==> config.mk <==
export PLATFORM = sky130hd
export DESIGN_NAME = tmds_serializer_gen
export DESIGN_NICKNAME = d
export VERILOG_FILES = /design/src/rtl/tmds_ser_pkg.sv /design/src/rtl/tmds_ser_lane.sv /design/src/rtl/tmds_serializer_gen.sv
export SDC_FILE = /design/constraint.sdc
export NUM_CORES = 1
export LEC_CHECK = 0
export CAP_MARGIN = 30
export CORE_AREA = 2 2 116 118
export DETAILED_ROUTE_END_ITERATION = 7
export DIE_AREA = 0 0 118 120
export PLACE_DENSITY = 0.47
export RECOVER_POWER = 50
export SYNTH_ARGS = -nofsm -noshare
export SYNTH_HDL_FRONTEND = slang
export SYNTH_SLANG_ARGS = --single-unit
==> constraint.sdc <==
create_clock -name clk_TMDS -period 1.8 [get_ports clk_TMDS]
set_clock_uncertainty 0.05 [all_clocks]
set_input_delay 0.18 -clock clk_TMDS [delete_from_list [all_inputs] [get_ports clk_TMDS]]
set_output_delay 0.18 -clock clk_TMDS [all_outputs]
set_load 0.05 [all_outputs]
==> src/rtl/tmds_ser_pkg.sv <==
// tmds_ser_pkg: shared TMDS serializer constants and the clock-lane pattern helper.
// Contents: default lane count and word width, the four TMDS control tokens,
// and clk_pattern(), which builds the word-aligned clock-lane word.
package tmds_ser_pkg;
    localparam int TMDS_WORD_W = 10;
    localparam int TMDS_NUM_CH = 3;
    localparam logic [9:0] TMDS_CTRL_00 = 10'b1101010100;
    localparam logic [9:0] TMDS_CTRL_01 = 10'b0010101011;
    localparam logic [9:0] TMDS_CTRL_10 = 10'b0101010100;
    localparam logic [9:0] TMDS_CTRL_11 = 10'b1010101011;

    // The first ceil(width/2) transmitted bits are 1, the rest 0.
    function automatic logic [15:0] clk_pattern(input int width, input bit msb_first);
        logic [15:0] p;
        p = '0;
        for (int i = 0; i < 16; i++)
            if (i < width)
                p[i] = msb_first ? (i >= width / 2) : (i < (width + 1) / 2);
        return p;
    endfunction
endpackage

==> src/rtl/tmds_ser_lane.sv <==
// tmds_ser_lane: one shift register with load, clear and selectable bit order.
// Ports: clk/rst_n clock and async active-low reset; clr zeroes the register;
// load captures din (takes priority); dout is the bit currently on the wire.
module tmds_ser_lane #(
    parameter int W = 10,
    parameter bit MSB_FIRST = 1'b0
) (
    input  logic         clk,
    input  logic         rst_n,
    input  logic         clr,
    input  logic         load,
    input  logic [W-1:0] din,
    output logic         dout
);
    logic [W-1:0] sh;

    always_ff @(posedge clk or negedge rst_n)
        if (!rst_n)
            sh <= '0;
        else if (load)
            sh <= din;
        else if (clr)
            sh <= '0;
        else
            sh <= MSB_FIRST ? {sh[W-2:0], 1'b0} : {1'b0, sh[W-1:1]};

    assign dout = MSB_FIRST ? sh[W-1] : sh[0];
endmodule

==> src/rtl/tmds_serializer_gen.sv <==
// tmds_serializer_gen: parametrised TMDS word-to-bit serializer in the serial clock domain.
// Ports: clk_TMDS/rst_n bit clock and async active-low reset; en enables shifting;
// word_in/word_valid/word_ready valid-ready word supply into a one-entry hold;
// ser_out per-lane serial bits; clk_out clock-lane bit; word_load load pulse;
// underrun/underrun_cnt sticky flag and saturating count, cleared by underrun_clr.
module tmds_serializer_gen
    import tmds_ser_pkg::*;
#(
    parameter int NUM_CH = TMDS_NUM_CH,
    parameter int WORD_W = TMDS_WORD_W,
    parameter bit MSB_FIRST = 1'b0,
    parameter logic [WORD_W-1:0] IDLE_WORD = WORD_W'(TMDS_CTRL_00),
    parameter int CNT_W = 16
) (
    input  logic                     clk_TMDS,
    input  logic                     rst_n,
    input  logic                     en,
    input  logic [NUM_CH*WORD_W-1:0] word_in,
    input  logic                     word_valid,
    output logic                     word_ready,
    output logic [NUM_CH-1:0]        ser_out,
    output logic                     clk_out,
    output logic                     word_load,
    output logic                     underrun,
    output logic [CNT_W-1:0]         underrun_cnt,
    input  logic                     underrun_clr
);
    localparam int BW = $clog2(WORD_W);
    localparam logic [WORD_W-1:0] CLK_PAT = WORD_W'(clk_pattern(WORD_W, MSB_FIRST));

    logic [BW-1:0]            bit_cnt;
    logic [NUM_CH*WORD_W-1:0] hold;
    logic                     hold_full;
    logic                     load_now;
    logic                     accept;
    logic                     ev;

    assign load_now   = en && bit_cnt == BW'(WORD_W - 1);
    assign word_load  = load_now;
    assign word_ready = !hold_full || load_now;
    assign accept     = word_valid && word_ready;
    assign ev         = load_now && !hold_full;

    always_ff @(posedge clk_TMDS or negedge rst_n)
        if (!rst_n)
            bit_cnt <= '0;
        else
            bit_cnt <= (en && !load_now) ? bit_cnt + 1'b1 : '0;

    // On a simultaneous accept and load the old hold word is already on its
    // way into the lanes, so the new word simply replaces it.
    always_ff @(posedge clk_TMDS or negedge rst_n)
        if (!rst_n) begin
            hold      <= '0;
            hold_full <= 1'b0;
        end else begin
            if (accept)
                hold <= word_in;
            hold_full <= accept || (hold_full && !load_now);
        end

    // An event beats a clear: the cleared counter restarts at one.
    always_ff @(posedge clk_TMDS or negedge rst_n)
        if (!rst_n) begin
            underrun     <= 1'b0;
            underrun_cnt <= '0;
        end else if (ev) begin
            underrun     <= 1'b1;
            underrun_cnt <= underrun_clr ? CNT_W'(1) :
                            (&underrun_cnt ? underrun_cnt : underrun_cnt + 1'b1);
        end else if (underrun_clr) begin
            underrun     <= 1'b0;
            underrun_cnt <= '0;
        end

    for (genvar c = 0; c < NUM_CH; c++) begin : g_lane
        tmds_ser_lane #(.W(WORD_W), .MSB_FIRST(MSB_FIRST)) u_lane (
            .clk  (clk_TMDS),
            .rst_n(rst_n),
            .clr  (!en),
            .load (load_now),
            .din  (hold_full ? hold[c*WORD_W +: WORD_W] : IDLE_WORD),
            .dout (ser_out[c])
        );
    end

    tmds_ser_lane #(.W(WORD_W), .MSB_FIRST(MSB_FIRST)) u_clk_lane (
        .clk  (clk_TMDS),
        .rst_n(rst_n),
        .clr  (!en),
        .load (load_now),
        .din  (CLK_PAT),
        .dout (clk_out)
    );
endmodule
=== After elaboration in Yosys (flattened, before gate mapping) ===
Index checks and enable logic that the tools add are counted.

* Bits in registers: 92

* $add $sub $neg: 2
* Eq/ne operators: 2
* Muxes and demuxes: 18
* Reduce and logical (&&, ||, !) cells: 12

{| class="wikitable"
|+ Operators by type and width
! cell !! number
|-
| $mux 16 || 4
|-
| $mux 10 || 6
|-
| $mux 9 || 5
|-
| $add 16x1->16 const B || 1
|-
| $reduce_and 16->1 || 1
|-
| $logic_and 1x1->1 || 5
|-
| $add 4x1->4 const B || 1
|-
| $eq 4x4->1 const B || 1
|-
| $mux 4 || 1
|-
| $logic_not 1->1 || 2
|-
| $logic_or 1x1->1 || 2
|-
| $mux 1 || 2
|-
| $ne 2x2->1 const B || 1
|-
| $reduce_and 2->1 || 1
|-
| $reduce_bool 2->1 || 1
|}

=== Longest topological paths before layout ===
Gate-level depths: netlist of run 1.

* Depth after elaboration: 5
* Gate-level depth with buffers: 8
* Depth with buffers taken out: 6

=== Modules after synthesis ===
From an unflattened synthesis of run 1, not the netlist that was laid out.

* Cells, all modules: 323
* Area, all modules: 4,042.6 um^2

{| class="wikitable"
|+ Modules (own cells, without submodules)
! module !! times used !! cells an instance !! area each (um^2)
|-
| tmds_serializer_gen || 1 || 227 || 2,586.2
|-
| tmds_ser_lane || 4 || 24 || 364.1
|}

=== Worst setup path before layout of run 1 ===
OpenSTA, ideal clock, no wires.

* Path type: reg2reg
* From: register bit_cnt[1]
* To: register hold[0]
* Library setup time: 0.128 ns
* Arrival time: 1.942 ns
* Required time: 1.622 ns
* Setup slack: -0.319 ns
* Stages on the path, launching flop included: 8
* Buffers on the path: 1
* Clock period less this slack: 2.119 ns
* Cell sequence: dfrtp_1 > inv_1 > ha_1 > nand4b_4 > nand2_1 > and2_1 > buf_4 > mux2_1

* Longest elaborated chain between the ends: 4

{| class="wikitable"
|+ RTL lines
! item !! line !! RTL
|-
| from (decl) || tmds_serializer_gen.sv:31 || <nowiki>logic [BW-1:0] bit_cnt;</nowiki>
|-
| from (signal assigned) || tmds_serializer_gen.sv:48 || <nowiki>bit_cnt <= (en && !load_now) ? bit_cnt + 1'b1 : '0;</nowiki>
|-
| $eq 4x4->1 || tmds_serializer_gen.sv:38 || <nowiki>assign load_now = en && bit_cnt == BW'(WORD_W - 1);</nowiki>
|-
| $logic_and 1x1->1 || tmds_serializer_gen.sv:38 ||
|-
| $logic_or 1x1->1 || tmds_serializer_gen.sv:40 || <nowiki>assign word_ready = !hold_full || load_now;</nowiki>
|-
| named net word_ready || tmds_serializer_gen.sv:20 || <nowiki>output logic word_ready,</nowiki>
|-
| $logic_and 1x1->1 || tmds_serializer_gen.sv:41 || <nowiki>assign accept = word_valid && word_ready;</nowiki>
|-
| to (signal assigned) || tmds_serializer_gen.sv:58 || <nowiki>hold <= word_in;</nowiki>
|-
| to (decl) || tmds_serializer_gen.sv:32 || <nowiki>logic [NUM_CH*WORD_W-1:0] hold;</nowiki>
|}

The timed path passes the listed nets, and every way through them passes these cells.
A chain may end at the register's enable or synchronous reset.

=== Final worst setup path of run 1 ===
* From: register bit_cnt[1]
* To: output word_load

* Longest elaborated chain between the ends: 2

{| class="wikitable"
|+ RTL lines
! item !! line !! RTL
|-
| $eq 4x4->1 || tmds_serializer_gen.sv:38 ||
|-
| $logic_and 1x1->1 || tmds_serializer_gen.sv:38 ||
|-
| to (decl) || tmds_serializer_gen.sv:23 || <nowiki>output logic word_load,</nowiki>
|}

Every way passes these cells.

==> reports/results.tsv, run 1 <==
stage	metric	value	unit
status	status	completed	
pwr	powerDensity	807.6	mW/mm^2
timing	rsz0062_at_grt	yes	
clocking	cts_root_buf	clkbuf_16	
logic_synthesis	synthMostInstantiatedCell	dfrtp_1	
setup_path	r2r_slack	50	ps
clocking	numCtsBuffers	9	
finish	nFillCells	1261	
finish	register_area	0.002193	mm^2
logic_synthesis	synth_seq_cells	87	
setup_path	startpoint	bit_cnt[1]	
grt	antenna_found_initial	0	
logic_synthesis	syn_area	0.003811	mm^2
flow_run	cap_violations	0	
die	initial_core_util	0.2936	
logic_synthesis	synth_compound_area_frac	0.09619	
setup_path	reg2reg_depth	7	
timing	hold_viol	0	
clocking	cts_buffer_depth	2	
logic_synthesis	synth_mux_area_frac	0.1074	
routing	antenna_left	0	
logic_synthesis	synth_edf_count	0	
clocking	clk_latency	340	ps
die	die_w	118	um
placement	hpwlAfterDp	5762	um
finish	final_nets	418	
routing	vias_per_cell	4.697	
clocking	clock_sinks	87	
routing	routed_wl	9037	um
setup_path	required	1570	ps
logic_synthesis	synth_nets	340	
routing	num_vias	2635	
setup_path	reg2reg_from	bit_cnt[1]	
timing	tns	0	ps
routing	wire_per_inst	16.11	um
logic_synthesis	synth.top_cells.by_area	dfrtp_1 (57%), mux2_1 (8.9%), a22o_1 (3.4%)	
timing	min_period	1758	ps
timing	setup_violations	0	
grt	overflow	0	
logic_synthesis	synth_top_family_by_area	simple AND/OR/NAND/NOR gates	
timing	slew_viol_final	0	
timing	setup_slack	41.90	ps
die	die_y	120	um
timing	final.period_utilization	0.9767	
hold_path	min_path_type	in -> async	
logic_synthesis	yosys_warnings	0	
timing	fmax	568.8	MHz
logic_synthesis	yosysSeqAreaShare	0.5712	
placement	gp_congestion	0.7403	
setup_path	worstReg2RegEnd	hold[9]	
setup_path	crit_type	reg -> out	
finish	n_antenna_cell	0	
setup_path	worst-path-max-fanout	5	
timing	slew_headroom	0.5879	
clocking	clkTransAtPathRegs	70	ps
logic_synthesis	synth_top_cell_area_share	0.5712	
setup_path	cp.arrival	1530	ps
setup_path	endpoint	word_load	
logic_synthesis	ys.flop_type	dfrtp_1	
routing	dr.pass1.iters	4	
placement	port_buffers	57	
logic_synthesis	synthAdderAreaFrac	0.009849	
die	core_area	0.01298	mm^2
logic_synthesis	synthSimpleGateAreaFrac	0.1596	
finish	drive_above_1_share	0.2649	
die	rows	42	
pwr	p_leak	2.450	nW
logic_synthesis	synth_largest_area_cell	dfrtp_1	
logic_synthesis	synth.distinct_cells	44	
logic_synthesis	syn_inst	302	
die	dieArea	0.01416	mm^2
pwr	ir_worst_vdd	0.0004394	V
die	io_pins	58	
finish	multiInputGateArea	0.001558	mm^2
grt	grt_pass1_vias	2818	
setup_path	critPathCaptureType	primary output	
setup_path	critPathLaunchType	flop	
timing	worst_pin_slew	618.1	ps
routing	drt_iter0_drc	157	
logic_synthesis	synthXorXnorAreaFrac	0.01838	
grt	grt_first_pass_wirelength	15070	um
grt	track_usage	0.1353	
routing	post-route-drc-count	0	
finish	synthToLayoutAreaGrowth	35.33	%
clocking	cts_tree	yes	
clocking	htree_num_levels	3	
grt	grt_start_max_net_pins	64	
placement	pre_cts_slack	-161.8	ps
logic_synthesis	synth.avg_cell_area	12.62	um^2
logic_synthesis	synth_common_cells	dfrtp_1 (87), mux2_1 (30), nand2_1 (16)	
logic_synthesis	synth_async_sr_flop_share	1.000	
==> cell type report <==
type                       instances  area share
clock inverter                     6     0.01043
timing repair buffer              90      0.1701
tap                              176     0.04270
sequential                        87      0.4253
clock buffer                      10     0.04440
multi-input combinational        186      0.3020
inverter                           6    0.005095
==> cell families (layout without fill, tap and decap cells) <==
group | after synthesis | count (layout)
simple gates | 92 | 92
flops | 87 | 87
compound gates | 46 | 46
mux | 37 | 37
buf+inv | 29 | 112
xor+xnor | 8 | 8
fa+ha+maj | 3 | 3
==> worst max-delay path, cell delays in order (launching register included) <==
cell	delay [ps]
dfrtp_1	390
inv_2	70
ha_4	150
nand4b_4	160
buf_12	180
clkinvlp_4	100
buf_12	140
==> cells in the final DEF (no fill, tap or decap), types with 2 or more instances in the layout <==
cell              n
a21oi_1           2
a22o_1           15
buf_12            7
buf_4            42
clkbuf_16        10
clkdlybuf4s50_1  37
clkinv_4          3
clkinvlp_4        2
dfrtp_1          74
dfrtp_2          13
inv_1             4
mux2_1           28
mux2_4            2
mux2i_1           6
nand2_1          15
nand3_1           9
nand3b_1         15
nand4_1           3
nand4b_1          5
nor2_1           12
nor2b_1           7
nor3_1            3
nor4_1            3
nor4_2            3
nor4_4            2
o211a_1          12
o21a_1            4
o21ai_0           8
o21ai_1           2
xnor2_1           4
xor2_1            4
==> how the worst min path moves through the flow <==
stage	from	endpoint	slack (ps)	cells after the start
final	rst_n	hold[24]	340	2
after CTS	rst_n	g_lane[1].u_lane.sh[0]	240	2
after global placement	rst_n	hold[24]	60	1
after detailed placement	rst_n	hold[24]	60	1
after global routing	rst_n	g_lane[2].u_lane.sh[3]	380	2
after floorplan	rst_n	bit_cnt[0]	-170	0
==> power breakdown <==
group	internal (mW)	switching (mW)
Clock	0.958	0.820
Sequential	2.04	0.0500
Combinational	0.161	0.133
==> flip-flops by register name, indices dropped and copies added, names as in the netlist <==
register and flops:
u_clk_lane.sh 5, bit_cnt 4, hold 30, underrun_cnt 16
hold_full 1, underrun 1, g_lane.u_lane.sh 30
==> what timing repair did <==
item	4_1_cts	5_1_grt
endpoints found under the setup margin	10	13
pin swaps	1	2
resized for setup	3	8
hold buffers	1	0
gates cloned	0	1
buffers inserted	3	6
hold endpoints to repair	24	0
==> routing by layer <==
metal	part of all wire	GRT usage
met2	0.46	0.2104
met1	0.48	0.1851
met4	0.012	0.03840
met5	0	0
met3	0.042	0.03755
==> metrics by stage <==
step / std cells / power, mW / instance area (um^2) / util / hold WS (ps)
2_1_floorplan: 302 / 2.233 / 3860 / - / -165.6
3_3_place_gp: 534 / 2.415 / 4735 / 0.3648 / 61.49
3_5_place_dp: 534 / 2.421 / 4735 / 0.3648 / 61.67
4_1_cts: 554 / 4.217 / 5064 / 0.3901 / 241.8
5_1_grt: 561 / 4.350 / 5157 / 0.3973 / 383.2
6_report: 561 / 4.165 / 5157 / 0.3973 / 337.4
(Power assumes the default switching activity.)
==> run 2: changes to the inputs <==
- GPL_TIMING_DRIVEN: default -> 0
==> run 2 against run 1 <==
Count of clock-buffer cells in the layout stayed put. Register-to-register slack worse by 40 ps. Non-clock buffer count is 8 higher. Utilization is 1.1 points higher. Die area stayed put. Sequential share of layout area is 1.2 points lower. Setup slack worse by 30 ps. Design area is 2.8% higher. Power is 0.51% higher. Critical path depth is 1 higher. Highest routed layer unchanged.
==> reports/results.tsv, run 2 (same netlist as run 1, synthesis figures left out) <==
stage	metric	value	unit	change
setup_path	critPathLaunchType	flop		unchanged
finish	final_common_cell	dfrtp_1		unchanged
routing	drt_iter0_drc	116		was 157
pwr	switchingPower	0.9702	mW	was 1.003 mW
clocking	clock_sinks	87		unchanged
setup_path	startpoint	bit_cnt[1]		unchanged
pwr	pwr-share-seq	0.501		was 0.503
timing	min_period	1789	ps	was 1758 ps
status	status	completed		unchanged
die	die_w	118	um	unchanged
grt	antenna_found_initial	0		unchanged
setup_path	slowest_stage	dfrtp_1		unchanged
clocking	cts_tree	yes		unchanged
finish	synthToLayoutAreaGrowth	39.13	%	was 35.33%
die	dieArea	0.01416	mm^2	unchanged
setup_path	endpoint	hold[29]		was word_load
die	die_y	120	um	unchanged
setup_path	critPathTopFamily	simple AND/OR/NAND/NOR gates		was buffers and inverters
placement	hpwlAfterDp	6050	um	was 5762 um
hold_path	min_path_type	in -> reg		was in -> async
pwr	p_leak	2.643	nW	was 2.450 nW
routing	antenna_left	0		unchanged
setup_path	cp.depth	7		was 6
timing	fmax	559.1	MHz	was 568.8 MHz
placement	port_buffers	56		was 57
finish	instances_no_fill	569		was 561
setup_path	worst-path-buf-inv	2		was 4
die	io_pins	58		unchanged
timing	slew_headroom	0.2639		was 0.5879
finish	multiInputGateArea	0.001660	mm^2	was 0.001558 mm^2
clocking	clk_latency	340	ps	about the same
timing	tns	0	ps	unchanged
placement	placed_cells	535		was 534
flow_run	cap_violations	0		unchanged
routing	num_vias	2660		was 2635
grt	grt_pass1_vias	2884		was 2818
setup_path	critPathCaptureType	flop		was primary output
die	core_area	0.01298	mm^2	unchanged
placement	gp_congestion	0.7547		was 0.7403
clocking	numCtsBuffers	9		unchanged
die	rows	42		unchanged
finish	final_nets	426		was 418
routing	routed_wl	9447	um	was 9037 um
finish	register_area	0.002193	mm^2	unchanged
finish	final_util	0.4085		was 0.3973
timing	holdWs	244.1	ps	was 337.4 ps
pwr	power.share.clock	0.420		was 0.427
clocking	cts_root_buf	clkbuf_16		unchanged
setup_path	required	1970	ps	was 1570 ps
timing	rsz0062_at_grt	yes		unchanged
finish	mostFrequentLayoutCells	dfrtp_1 (74), clkdlybuf4s50_1 (36), buf_4 (20), mux2_4 (20)		was dfrtp_1 (74), buf_4 (42), clkdlybuf4s50_1 (37)
timing	worst_pin_slew	1104	ps	was 618.1 ps
routing	vias_per_cell	4.675		was 4.697
setup_path	r2r_slack	10	ps	was 50 ps
setup_path	max_stage_delay	380	ps	was 390 ps
setup_path	reg2reg_from	bit_cnt[1]		unchanged
setup_path	reg2reg_depth	7		unchanged
finish	nFillCells	1251		was 1261
routing	dr.pass1.iters	4		unchanged
clocking	clkTransAtPathRegs	60	ps	was 70 ps
setup_path	crit_type	reg -> reg		was reg -> out
timing	final.period_utilization	0.9936		was 0.9767
setup_path	cp.arrival	1950	ps	was 1530 ps
routing	wire_per_inst	16.60	um	was 16.11 um
finish	drive_above_1_share	0.2850		was 0.2649
pwr	p_comb_frac	0.079		was 0.070
pwr	powerDensity	789.5	mW/mm^2	was 807.6 mW/mm^2
clocking	cts_buffer_depth	2		unchanged
timing	slew_viol_final	0		unchanged
grt	overflow	0		unchanged
setup_path	worstReg2RegEnd	hold[29]		was hold[9]
grt	grt_start_max_net_pins	49		was 64
routing	post-route-drc-count	0		unchanged
finish	n_antenna_cell	0		unchanged
setup_path	worst-path-max-fanout	10		was 5
pwr	swShare	0.2318		was 0.2408
hold_path	min_path_cells	3		
timing	hold_viol	0		unchanged
setup_path	crit_chain	inv_2 -> ha_4 -> nand4b_4 -> nand2_8 -> and2_4 -> buf_12 -> mux2_1		was inv_2 -> ha_4 -> nand4b_4 -> buf_12 -> clkinvlp_4 -> buf_12
die	initial_core_util	0.2936		unchanged
clocking	htree_num_levels	3		unchanged
grt	track_usage	0.1406		was 0.1353
timing	setup_violations	0		unchanged
grt	grt_first_pass_wirelength	15380	um	was 15070 um
pwr	ir_worst_vdd	0.0004321	V	was 0.0004394 V
pwr	intPower	3.216	mW	was 3.162 mW
finish	reg_top3	g_lane.u_lane.sh: 30 flops, hold: 30 flops, underrun_cnt: 16 flops		unchanged
==> run 2: cell types whose count changed in the layout (fill, tap and decap cells not counted), moves of 2 or more <==
cell,delta
buf_6,+4
buf_16,+2
buf_12,-4
clkinv_2,+2
dlymetal6s2s_1,+4
dlygate4sd2_1,+13
clkbuf_2,+6
mux2_1,-18
buf_2,+2
clkbuf_1,+2
mux2_4,+18
buf_4,-22
==> run 2: layer usage <==
layer  part of all wire  vias to the layer above  global-route usage
li1                   -                     1257                   -
met1               0.48                     1321              0.1861
met2               0.47                       73              0.2307
met3              0.042                        9             0.03660
met4             0.0095                        0             0.03389
met5                  0                        -                   0
==> run 2: final cells by class <==
cell class	count	area share
clock inverters	6	0.008259
inverters	6	0.004247
well taps	176	0.04153
multi-input cells	186	0.3131
plain buffers	22	0.03303
repair buffers	76	0.1411
clock buffers	10	0.04507
flip-flops and latches	87	0.4136
==> run 2: worst min-delay path by stage <==
| stage | endpoint | from | slack, ps |
|---|---|---|---|
| after global routing | g_lane[1].u_lane.sh[9] | en | 270 |
| after detailed placement | u_clk_lane.sh[0] | rst_n | 170 |
| after global placement | u_clk_lane.sh[2] | u_clk_lane.sh[3] | 400 |
| after floorplan | bit_cnt[0] | rst_n | -170 |
| final | g_lane[1].u_lane.sh[9] | en | 240 |
| after CTS | g_lane[1].u_lane.sh[9] | en | 290 |
==> run 2: power by group through the flow <==
| stage | registers, mW | logic [mW] | clock network [mW] |
|---|---|---|---|
| after CTS | 2.09 | 0.292 | 1.82 |
| after global routing | 2.11 | 0.365 | 1.92 |
| final | 2.10 | 0.332 | 1.76 |
| after global placement | 2.13 | 0.269 | 0 |
| after detailed placement | 2.13 | 0.279 | 0 |
| after floorplan | 2.13 | 0.108 | 0 |
==> run 2: what timing repair did <==
item	CTS	global route
hold buffers	1	0
endpoints found under the hold margin	39	0
pin swaps	3	6
endpoints found under the setup margin	80	56
resized for setup	44	41
cloned	1	0
setup buffers	7	10
==> run 2: through the flow <==
step	area (um^2)	worst slack (ps)	total power, mW
CTS	5079	-37.89	4.207
global placement	4641	-3221	2.398
global route	5303	-56.48	4.389
floorplan	3860	0.7334	2.233
detailed placement	4666	-416.0	2.407
finish	5303	11.44	4.186
==> run 2: tightest hold or removal path: cells and delay by family <==
kind	cells	cell delay, ps
and+or+nand+nor	2	230
buffers and inverters	1	180
==> run 3: changes to the inputs <==
- PLACE_DENSITY: 0.47 -> 0.45
- clock period: 1.8 -> 1.9 ns (I/O delays scaled with it)
==> run 3 against run 2 <==
Design area is 5.0% lower. Critical path depth is 6 lower. Non-clock buffer count is 11 lower. Utilization is 2.1 points lower. Sequential share of layout area is 2.0 points higher. Setup slack better by 35 ps. Clock power is 2% higher. Sequential power is 5% lower. First-iteration DRC count is 16% higher. Highest routed layer unchanged.
==> reports/results.tsv, run 3 (same netlist as run 1, synthesis figures left out) <==
stage	metric	value	unit	change
grt	grt_start_max_net_pins	52		was 49
clocking	clk_latency	340	ps	about the same
finish	final_nets	415		was 426
setup_path	critPathCaptureType	primary output		was flop
setup_path	slowest_stage	clkdlybuf4s50_1		was dfrtp_1
flow_run	cap_violations	0		unchanged
timing	slew_headroom	0.3518		was 0.2639
die	core_area	0.01298	mm^2	unchanged
routing	dr.pass1.iters	4		unchanged
die	initial_core_util	0.2936		unchanged
clocking	clock_sinks	87		unchanged
routing	wire_per_inst	16.73	um	was 16.60 um
routing	routed_wl	9338	um	was 9447 um
setup_path	critPathTopFamily	buffers and inverters		was simple AND/OR/NAND/NOR gates
pwr	intPower	3.138	mW	was 3.216 mW
pwr	power.share.clock	0.444		was 0.420
timing	holdWs	233.5	ps	was 244.1 ps
finish	drive_above_1_share	0.1623		was 0.2850
die	die_w	118	um	unchanged
grt	overflow	0		unchanged
routing	num_vias	2640		was 2660
routing	vias_per_cell	4.731		was 4.675
die	dieArea	0.01416	mm^2	unchanged
finish	reg_top3	g_lane.u_lane.sh: 30 flops, hold: 30 flops, underrun_cnt: 16 flops		unchanged
setup_path	critPathLaunchType	flop		unchanged
die	io_pins	58		unchanged
clocking	cts_buffer_depth	2		unchanged
grt	track_usage	0.1403		was 0.1406
timing	hold_viol	0		unchanged
timing	slew_viol_final	0		unchanged
hold_path	min_path_type	in -> reg		unchanged
finish	final_common_cell	dfrtp_1		unchanged
timing	rsz0062_at_grt	yes		unchanged
timing	final.period_utilization	0.9756		
pwr	ir_worst_vdd	0.0003458	V	was 0.0004321 V
clocking	clkTransAtPathRegs	60	ps	about the same
pwr	switchingPower	0.9124	mW	was 0.9702 mW
setup_path	max_stage_delay	840	ps	was 380 ps
placement	gp_congestion	0.7745		was 0.7547
status	status	completed		unchanged
finish	mostFrequentLayoutCells	dfrtp_1 (83), clkdlybuf4s50_1 (43), mux2_1 (30)		was dfrtp_1 (74), clkdlybuf4s50_1 (36), buf_4 (20), mux2_4 (20)
grt	grt_pass1_vias	2758		was 2884
timing	setup_violations	0		unchanged
finish	n_antenna_cell	0		unchanged
grt	antenna_found_initial	0		unchanged
setup_path	crit_chain	clkdlybuf4s50_1		was inv_2 -> ha_4 -> nand4b_4 -> nand2_8 -> and2_4 -> buf_12 -> mux2_1
placement	hpwlAfterDp	5958	um	was 6050 um
clocking	htree_num_levels	3		unchanged
timing	fmax	539.5	MHz	
die	die_y	120	um	unchanged
clocking	cts_tree	yes		unchanged
clocking	numCtsBuffers	9		unchanged
routing	antenna_left	0		unchanged
die	rows	42		unchanged
placement	port_buffers	56		unchanged
pwr	p_comb_frac	0.066		was 0.079
timing	worst_pin_slew	972.4	ps	was 1104 ps
routing	post-route-drc-count	0		unchanged
setup_path	crit_type	reg -> out		was reg -> reg
timing	min_period	1854	ps	
pwr	pwr-share-seq	0.490		was 0.501
pwr	powerDensity	804.3	mW/mm^2	was 789.5 mW/mm^2
placement	placed_cell_area	0.004628	mm^2	was 0.004666 mm^2
setup_path	worst-path-buf-inv	1		was 2
routing	drt_iter0_drc	135		was 116
pwr	p_leak	2.482	nW	was 2.643 nW
setup_path	cp.arrival	1610	ps	was 1950 ps
finish	stdcell_area	0.005036	mm^2	was 0.005303 mm^2
pwr	swShare	0.2253		was 0.2318
setup_path	worst-path-max-fanout	5		was 10
setup_path	required	1660	ps	was 1970 ps
finish	synthToLayoutAreaGrowth	32.14	%	was 39.13%
grt	grt_first_pass_wirelength	15120	um	was 15380 um
finish	final_util	0.3880		was 0.4085
clocking	cts_root_buf	clkbuf_16		unchanged
## run 3: changes by cell type in the layout (fill, tap and decap cells not counted), moves of 3 or more
cell | before | now
clkbuf_1 | 3 | 6
dlygate4sd2_1 | 13 | 7
mux2_4 | 20 | 0
buf_4 | 20 | 11
mux2_1 | 10 | 30
dfrtp_2 | 13 | 4
dfrtp_1 | 74 | 83
nor4_1 | 2 | 5
clkdlybuf4s50_1 | 36 | 43
## run 3: what timing repair did
item,4_1_cts,5_1_grt
hold endpoints to repair,36,0
pin swaps,0,4
setup endpoints to repair,58,54
cloned,1,0
hold buffers,1,0
resized for setup,30,12
setup buffers,1,5
## run 3: power groups by stage
stage | combinational (mW) | clock [mW] | sequential, mW
6_report | 0.267 | 1.80 | 1.99
3_3_place_gp | 0.254 | 0 | 2.02
2_1_floorplan | 0.101 | 0 | 2.01
4_1_cts | 0.271 | 1.86 | 1.99
5_1_grt | 0.295 | 1.93 | 2.00
3_5_place_dp | 0.263 | 0 | 2.02
## run 3: metal layers
| metal | routed length, um | vias to the layer above | track usage |
|---|---|---|---|
| met5 | 0 | - | 0 |
| met4 | 104 | 0 | 0.04292 |
| li1 | - | 1235 | - |
| met3 | 449 | 7 | 0.05181 |
| met2 | 4363 | 62 | 0.2249 |
| met1 | 4420 | 1336 | 0.1768 |
## run 3: path summary, 6_finish.rpt
check                            startpoint                     end  slack [ps]  cells past startpoint
hold / removal                           en  g_lane[1].u_lane.sh[9]         230                      3
setup / recovery           underrun_cnt[13]        underrun_cnt[13]          50                      1
setup reg to reg                 bit_cnt[1]        underrun_cnt[15]          70                      8
max in group asynchronous             rst_n              bit_cnt[0]         280                      3
hold reg to reg            u_clk_lane.sh[4]        u_clk_lane.sh[3]         410                      1
min in group asynchronous             rst_n                hold[22]         490                      2
## run 3: area by class of cell
class	count	area, um^2
Clock inverter	4	55.05
Buffer	22	136.4
Clock buffer	12	246.5
Fill cell	1265	7944
Timing Repair Buffer	65	635.6
Multi-Input combinational cell	186	1538
Tap cell	176	220.2
Sequential cell	87	2182
Inverter	6	22.52
## run 3: through the flow
| step | setup TNS [ps] | setup slack, ps | power (mW) | cells |
|---|---|---|---|---|
| after floorplan | 0 | 3.056 | 2.115 | 302 |
| after global placement | -256230 | -3206 | 2.272 | 534 |
| after detailed placement | -7693 | -330.5 | 2.282 | 535 |
| final | 0 | 46.40 | 4.050 | 558 |
| after CTS | 0 | 3.183 | 4.117 | 553 |
| after global routing | -70.29 | -47.43 | 4.228 | 558 |
## run 3: worst reg2reg max path: cells and delay by family (launching register included)
kind / cells / cell delay [ps]
AND/OR/NAND/NOR: 3 / 490
multiplexers: 1 / 180
flip-flops: 1 / 400
adder cells (fa/ha/maj): 1 / 160
buffers and inverters: 3 / 440
